$ cat src/rtl/conversor_bcd.sv
// Sequential binary-to-BCD converter (shift-and-add-3) with 7-segment outputs.
// Accepts a value on St while idle, runs WIDTH shift iterations, then pulses
// Done for one cycle with the registered hundreds/tens/units digits.
module conversor_bcd #(
  parameter int unsigned WIDTH = 8,
  parameter bit          BLANK = 1'b1
) (
  input  logic             Clk,
  input  logic             Reset,
  input  logic             St,
  input  logic [WIDTH-1:0] Binario,
  output logic             Idle,
  output logic             Done,
  output logic [3:0]       Centenas,
  output logic [3:0]       Dezenas,
  output logic [3:0]       Unidades,
  output logic [6:0]       Hex2,
  output logic [6:0]       Hex1,
  output logic [6:0]       Hex0
);

  typedef enum logic [1:0] {
    IDLE = 2'd0,
    CONV = 2'd1,
    FIM  = 2'd2
  } state_t;

  state_t           state, state_next;
  logic [WIDTH-1:0] shift_q, shift_d;
  logic [11:0]      scratch_q, scratch_d;
  logic [11:0]      adjusted;
  logic [11:0]      shifted;
  logic [3:0]       cnt_q, cnt_d;
  logic [3:0]       cen_d, dez_d, uni_d;

  // Add 3 to a BCD digit that would overflow past 9 after the next doubling.
  function automatic logic [3:0] add3(input logic [3:0] d);
    return (d >= 4'd5) ? d + 4'd3 : d;
  endfunction

  // Active-low {g,f,e,d,c,b,a}; 10-15 cannot occur and are shown as dark.
  function automatic logic [6:0] seg7(input logic [3:0] d);
    logic [6:0] s;
    case (d)
      4'd0:    s = 7'b1000000;
      4'd1:    s = 7'b1111001;
      4'd2:    s = 7'b0100100;
      4'd3:    s = 7'b0110000;
      4'd4:    s = 7'b0011001;
      4'd5:    s = 7'b0010010;
      4'd6:    s = 7'b0000010;
      4'd7:    s = 7'b1111000;
      4'd8:    s = 7'b0000000;
      4'd9:    s = 7'b0010000;
      default: s = 7'b1111111;
    endcase
    return s;
  endfunction

  // One shift-and-add-3 iteration: correct each digit, then shift in the next binary bit.
  always_comb begin
    adjusted = {add3(scratch_q[11:8]), add3(scratch_q[7:4]), add3(scratch_q[3:0])};
    shifted  = {adjusted[10:0], shift_q[WIDTH-1]};
  end

  // State register.
  always_ff @(posedge Clk) begin
    if (!Reset) state <= IDLE;
    else        state <= state_next;
  end

  // Next-state, datapath next values and handshake outputs.
  always_comb begin
    state_next = state;
    shift_d    = shift_q;
    scratch_d  = scratch_q;
    cnt_d      = cnt_q;
    cen_d      = Centenas;
    dez_d      = Dezenas;
    uni_d      = Unidades;
    Idle       = 1'b0;
    Done       = 1'b0;
    case (state)
      IDLE: begin
        Idle = 1'b1;
        if (St) begin
          shift_d    = Binario;
          scratch_d  = '0;
          cnt_d      = 4'(WIDTH);
          state_next = CONV;
        end
      end
      CONV: begin
        scratch_d = shifted;
        shift_d   = shift_q << 1;
        cnt_d     = cnt_q - 4'd1;
        // Digits load from the final iteration's result directly, so the
        // displays jump from the old value to the new one with no partials.
        if (cnt_q == 4'd1) begin
          cen_d      = shifted[11:8];
          dez_d      = shifted[7:4];
          uni_d      = shifted[3:0];
          state_next = FIM;
        end
      end
      FIM: begin
        Done       = 1'b1;
        state_next = IDLE;
      end
      default: state_next = IDLE;
    endcase
  end

  // Datapath and digit registers.
  always_ff @(posedge Clk) begin
    if (!Reset) begin
      shift_q   <= '0;
      scratch_q <= '0;
      cnt_q     <= '0;
      Centenas  <= '0;
      Dezenas   <= '0;
      Unidades  <= '0;
    end else begin
      shift_q   <= shift_d;
      scratch_q <= scratch_d;
      cnt_q     <= cnt_d;
      Centenas  <= cen_d;
      Dezenas   <= dez_d;
      Unidades  <= uni_d;
    end
  end

  // Segment decode with optional leading-zero blanking; units always lit.
  always_comb begin
    Hex0 = seg7(Unidades);
    Hex1 = (BLANK && (Centenas == 4'd0) && (Dezenas == 4'd0)) ? '1 : seg7(Dezenas);
    Hex2 = (BLANK && (Centenas == 4'd0)) ? '1 : seg7(Centenas);
  end

endmodule

$ cat config.mk
export PLATFORM = sky130hd
export DESIGN_NAME = conversor_bcd
export DESIGN_NICKNAME = d
export VERILOG_FILES = /design/src/rtl/conversor_bcd.sv
export SDC_FILE = /design/constraint.sdc
export NUM_CORES = 1
export LEC_CHECK = 0
export ABC_AREA = 1
export BUFFER_PORTS_ARGS = -buffer_cell sky130_fd_sc_hd__buf_2
export CORE_ASPECT_RATIO = 1.25
export CORE_MARGIN = 2
export CORE_UTILIZATION = 55
export CTS_CLUSTER_SIZE = 14
export DETAILED_ROUTE_END_ITERATION = 12
export PLACE_DENSITY_LB_ADDON = 0.05
export SLEW_MARGIN = 0
export SYNTH_ARGS = -nofsm -noshare
export SYNTH_HDL_FRONTEND = slang
export SYNTH_SLANG_ARGS = --single-unit
$ cat constraint.sdc
create_clock -name Clk -period 3.5 [get_ports Clk]
set_input_delay 1.05 -clock Clk [delete_from_list [all_inputs] [get_ports Clk]]
set_output_delay 1.05 -clock Clk [all_outputs]
set_load 0.01 [all_outputs]
==> results.ini, run 1 <==
[worst_setup_path]
reg2regPathDepth = 10
cp.required_ps = 2450
critPathSlowestCell = dfxtp_1
end_kind = output pin
crit_arrival_ps = 1680
cp_common_cell = nand3_1
start_kind = flip-flop
reg2reg_from = state[0]$_SDFFE_PN0P_
cp_max_fo = 8
cp_cell_sequence = nor2_1 -> nand3_1 -> nor3_1 -> nand3_1 -> nand2_1 -> buf_2
crit_start = Centenas[0]$_SDFFE_PN0N_
critical_path.max_stage_delay_ps = 330
r2r_slack_ps = 1140
criticalPathCategory = reg -> out

[clock_tree]
htreeDepth = 3
cts.sinks = 59
cts_tree = built
cts_root_buf = clkbuf_8
cts.clk_slew.worst_paths_ps = 60
cts_resized = 0
clkLatencyLatePin_ps = 330
cts_buffers = 9
cts_hold_buf = 0
post_cts_buffers = 0
clockBufferDepth = 2

[sta]
setup_tns_ps = 0
setup_violations = 0
hold_viol_final = 0
clock.fmax_ghz = 0.3662
period_share_pct = 78.03
drv_slew = 0
slew_headroom_pct = 63.72
rsz0062_at_grt = false
worstMarginPinSlew_ps = 542.9
min_period_ps = 2731
skew_ps = 8.198

[cells_and_area]
mostFrequentLayoutCells = 125 x nand2_1, 63 x inv_1, 59 x dfxtp_1
syn_to_final_growth_pct = 14.74
layout.nets = 517
n_fill_cell = 510
drive_above_1_share_pct = 19.88
antennaDiodeCount = 0
final_common_cell = nand2_1
final_area_mm2 = 0.003603

[hold_path]
hold_start = shift_q[0]$_SDFFE_PN0P_
holdPathStages = 2
hp-class = reg -> reg
whs_endpoint = shift_q[0]$_SDFFE_PN0P_

[pwr]
p_sw_share_pct = 26.80
p_int_mw = 1.133
p_seq_share_pct = 47.1
power_frac_clock_pct = 37.1
p_sw_uw = 414.9
power_frac_comb_pct = 15.9
p_leak_nw = 1.852
cellPowerDensity_mw_per_mm2 = 429.5
ir_worst_vdd_v = 0.0002886

[placed_design]
port_buffers = 45
globalplace.congestion = 0.8926
dpl.hpwl_um = 4352
dpl_cell_area_mm2 = 0.003412

[global_routing]
antenna_found_initial = 0
grt_usage_pct = 20.29
first_global_vias = 2389
grt_max_degree = 32
grt_first_pass_wirelength_um = 10070
grt-ovfl-total = 0

[synthesis]
yosysSeqAreaShare_pct = 37.61
synth_cell_types = 29
postSynthAreaPerCell_um2 = 7.236
synthCells = 434
yosys_warnings = 0
ys_ff_latch = 59
synth.net_count = 468
synth.cell_area_mm2 = 0.003141

[die]
core-area_mm2 = 0.005480
io_pins = 46
start_util_pct = 57.31
design.die.area_mm2 = 0.006334
die_h_um = 88.49
die_x_um = 71.59
core.rowCount = 30

[routing]
wl_per_cell_um = 10.47
antenna_left = 0
viasPerCell = 4.861
drt_iter0_drc = 142
drc = 0
totalWireLength_um = 5782
vias = 2683
drt-pass1-iter-count = 5

[flow_run]
maxCapViolCount = 0

[status]
status = finished, final reports clean

==> critical path: cells and delay by family (launching register included) <==
family                 cells  cell delay [ps]
AND/OR/NAND/NOR            5              890
buffers and inverters      1              130
flip-flops                 1              330
==> worst max path at each step <==
stage | end | slack, ps | cells after the start
finish | Hex1[3] | 770 | 6
global route | Hex1[3] | 550 | 6
CTS | Hex1[3] | 720 | 6
detailed placement | flip-flop | 1000 | 9
global placement | Hex0[3]$_DFF_P_ | 1040 | 9
floorplan | flip-flop | 1050 | 9
==> logic make-up after synthesis <==
group | Yosys count | synth area share (%)
buffers and inverters | 77 | 9.682
and+or+nand+nor | 223 | 32.79
xor gates and xnor gates | 2 | 0.5579
AOI/OAI and AO/OA | 50 | 10.20
DFF | 59 | 37.61
adders and majority gates | 23 | 9.163
==> layout make-up <==
class | instances | area (µm²) | share of cell area (%)
flip-flops and latches | 59 | 1181 | 32.78
repair buffers | 47 | 240.2 | 6.667
inverters | 68 | 255.2 | 7.083
clock inverters | 1 | 5.005 | 0.1389
multi-input cells | 298 | 1655 | 45.94
clock buffers | 15 | 186.4 | 5.174
well taps | 64 | 80.08 | 2.222
==> synthesized netlist by cell type (all sizes together) <==
library cell	instances	area share, %
or2	1	0.20
xor2	1	0.28
nor2	30	4.4
o211ai	3	1.2
nand3b	9	2.2
a211oi	1	0.24
a21oi	40	7.5
inv	68	8.1
nand4	6	1.2
ha	23	9.2
clkbuf	2	0.24
o21ai	6	1.3
nand2	139	18
nor3	1	0.16
nand3	37	6.8
dfxtp	59	38
xnor2	1	0.28
buf	7	1.3
==> power groups by stage <==
| stage | clock, mW | combinational, mW | sequential, mW |
|---|---|---|---|
| 6_report | 0.573 | 0.246 | 0.728 |
| 5_1_grt | 0.610 | 0.281 | 0.732 |
| 4_1_cts | 0.590 | 0.250 | 0.729 |
| 3_5_place_dp | 0 | 0.249 | 0.744 |
| 3_3_place_gp | 0 | 0.245 | 0.742 |
| 2_1_floorplan | 0 | 0.175 | 0.744 |
==> routing by layer <==
metal  wire length (µm)  part of all wire, %  up-vias  track usage, %
li1                   -                    -     1460               -
met1               2532                   44     1156           22.35
met2               2850                   49       57           36.53
met3                258                  4.5       10           3.531
met4                141                  2.4        0           11.84
met5                  0                    0        -               0
==> through the flow <==
stage	instances	worst slack [ps]	hold WS [ps]	util [%]	power, mW
after floorplan	434	1050	440.1	-	0.9189
after global placement	536	1038	452.3	62.26	0.9874
after detailed placement	536	997.4	458.2	62.26	0.9928
after CTS	552	716.5	467.4	65.75	1.569
after global routing	552	546.2	494.9	65.75	1.623
final	552	768.9	466.7	65.75	1.548
(Power assumes the default switching activity.)
==> run 2, diff against run 1 <==
--- a/config.mk
+++ b/config.mk
@@ -5,11 +5,11 @@
 export SDC_FILE = /design/constraint.sdc
 export NUM_CORES = 1
 export LEC_CHECK = 0
-export ABC_AREA = 1
+export ABC_AREA = 0
 export BUFFER_PORTS_ARGS = -buffer_cell sky130_fd_sc_hd__buf_2
 export CORE_ASPECT_RATIO = 1.25
 export CORE_MARGIN = 2
-export CORE_UTILIZATION = 55
+export CORE_UTILIZATION = 52
 export CTS_CLUSTER_SIZE = 14
 export DETAILED_ROUTE_END_ITERATION = 12
 export PLACE_DENSITY_LB_ADDON = 0.05
==> constraint.sdc (replaced) <==
create_clock -name Clk -period 2.2 [get_ports Clk]
set_input_delay 0.66 -clock Clk [delete_from_list [all_inputs] [get_ports Clk]]
set_output_delay 0.66 -clock Clk [all_outputs]
set_load 0.01 [all_outputs]
==> run 2 against run 1 <==
Against the previous run:
- the flow now finishes with violations (negative setup slack)
- cell area rose by 29%
- non-clock buffer count rose by 75
- sequential share of layout area fell by 7.0 points
- combinational power rose by 72%
- hold slack improved by 52 ps
- synthesized cell count fell by 12%
- routed wire length rose by 52%
- register-to-register slack got worse by 1200 ps
- die area rose by 10%
- clock skew rose by 3.1 ps
- final cell count rose by 5.6%
- largest cell class unchanged
==> results.ini, run 2 <==
[status]
status = finished, violations left
failed_checks = negative setup slack

[worst_setup_path]
critical_path.max_stage_delay_ps = 350
crit_start = scratch_q[4]$_SDFFE_PN0P_
start_kind = flip-flop
end_kind = flip-flop
criticalPathCategory = reg -> reg
critPathSlowestCell = dfxtp_4
reg2reg_from = scratch_q[4]$_SDFFE_PN0P_
cp_max_fo = 3
cp.required_ps = 2480
crit_arrival_ps = 2510
cp_cell_sequence = inv_1 -> ha_2 -> nor2b_2 -> or3_4 -> a311oi_4 -> inv_2 -> ha_2 -> inv_2 -> a21oi_2 -> a21o_1 -> a2bb2oi_2 -> a31oi_1

[pwr]
p_leak_nw = 1.860
cellPowerDensity_mw_per_mm2 = 517.9
ir_worst_vdd_v = 0.0004949
finalPower_mw = 2.408

[cells_and_area]
drive_above_1_share_pct = 45.58
antennaDiodeCount = 0
mostFrequentLayoutCells = 69 x buf_4, 51 x dfxtp_1, 45 x buf_2
syn_to_final_growth_pct = 41.40
final_area_mm2 = 0.004649
final_common_cell = buf_4
layout.nets = 527

[sta]
period_share_pct = 101.4
hold_viol_final = 0
skew_ps = 11.29
min_period_ps = 2231
clock.fmax_ghz = 0.4483
worstMarginPinSlew_ps = 476.9
rsz0062_at_grt = true
slew_headroom_pct = 67.38
setup_tns_ps = -32.14
setup_violations = 2
drv_slew = 0
worst_slack_ps = -30.64

[synthesis]
synth.cell_area_mm2 = 0.003288
yosysMostFrequentCell = dfxtp_1
synth_ff_type = dfxtp_1
yosys-top-cells-count = 59 x dfxtp_1, 35 x a21oi_1, 31 x nor2_1
synth_edf_count = 0
async_flop_share_pct = 0
postSynthAreaPerCell_um2 = 8.653
ys_top_cells_by_area = dfxtp_1 36%, ha_1 8.8%, a21oi_1 5.3%
ys_ff_latch = 59
synth_cell_types = 57
yosysSeqAreaShare_pct = 35.92
yosys_warnings = 0
yosys.area.top_type = dfxtp_1
synth.net_count = 414
synth_top_cell_area_share_pct = 35.92
synthCells = 380

[global_routing]
grt_max_degree = 22
grt-ovfl-total = 0
first_global_vias = 3178
antenna_found_initial = 0
grt_usage_pct = 26.40
grt_first_pass_wirelength_um = 14260

[clock_tree]
cts.sinks = 59
cts_root_buf = clkbuf_8
htreeDepth = 3
clkLatencyLatePin_ps = 350
cts.clk_slew.worst_paths_ps = 70
cts_hold_buf = 0
cts_tree = built
cts_buffers = 9
clockBufferDepth = 2

[placed_design]
dpl.hpwl_um = 6360
port_buffers = 45
dpl_cell_area_mm2 = 0.004199
globalplace.congestion = 0.8644

[die]
core.rowCount = 32
die_x_um = 75.13
start_util_pct = 53.68
design.die.area_mm2 = 0.006979
core-area_mm2 = 0.006126
die_h_um = 92.91
io_pins = 46

[hold_path]
hold_start = Unidades[0]$_SDFFE_PN0N_
hp-class = reg -> reg

[routing]
drc = 0
antenna_left = 0
vias = 3254
totalWireLength_um = 8767
drt_iter0_drc = 243
wl_per_cell_um = 15.04
viasPerCell = 5.581
drt-pass1-iter-count = 4

[flow_run]
maxCapViolCount = 0

run 2: final timing paths:
| check | endpoint | slack [ps] | cells after the start |
|---|---|---|---|
| worst max-delay path | flip-flop | -30 | 12 |
| worst min-delay path | Unidades[0]$_SDFFE_PN0N_ | 520 | 2 |
| worst max register to register | flip-flop | -30 | 12 |
| worst min register to register | Unidades[0]$_SDFFE_PN0N_ | 520 | 2 |
run 2: layout make-up:
cell class                 instances  area, µm²
sequential                        59       1199
clock buffer                      10      127.6
multi-input combinational        275       2233
tap                               85      106.4
clock inverter                     6      32.53
timing repair buffer             122      850.8
inverter                          26      100.1
fill                             477       1476
run 2: cells by family (layout without fill, tap and decap cells):
group                    count (synthesis)  after routing  synth area share (%)
AO/OA/AOI/OAI                          117            117                 26.29
adder cells (fa/ha/maj)                 23             23                 8.752
buffers and inverters                   46            164                 5.517
flip-flops                              59             59                 35.92
multiplexers                             6              6                 1.903
AND/OR/NAND/NOR                        129            129                 21.61
run 2: critical path, delay by kind of cell, from the launching register on:
| kind | cells | cell delay [ps] |
|---|---|---|
| and+or+nand+nor | 2 | 510 |
| adders and majority gates | 2 | 360 |
| buffers and inverters | 3 | 180 |
| DFF | 1 | 350 |
| AOI/OAI and AO/OA | 5 | 780 |
run 2: metrics by stage:
stage | util (%) | hold WS, ps | cells | setup slack [ps]
finish | 75.90 | 518.7 | 583 | -30.64
global placement | 68.55 | 494.4 | 558 | -61.65
detailed placement | 68.55 | 504.0 | 558 | -83.45
CTS | 72.53 | 521.1 | 579 | -35.24
floorplan | - | 454.4 | 380 | -108.9
global route | 75.90 | 537.3 | 583 | -121.5
run 2: what timing repair did:
item	4_1_cts	5_1_grt
pin swaps	5	19
hold endpoints to repair	0	0
endpoints found under the setup margin	21	32
buffers inserted	5	4
resized for setup	8	40
run 2: routing by layer:
metal  part of all wire (%)  up-vias  global-route usage [%]
met3                    4.3       18                   3.808
met1                     40     1545                   30.31
met5                      0        -                       0
met4                    3.0        0                   13.84
met2                     52       91                   45.76
li1                       -     1600                       -
run 2: power breakdown:
part / switching [mW] / leakage, nW / internal (mW) / total (mW)
Sequential: 0.0285 / 0.484 / 1.12 / 1.14
Combinational: 0.226 / 1.29 / 0.196 / 0.423
Clock: 0.443 / 0.0856 / 0.398 / 0.840
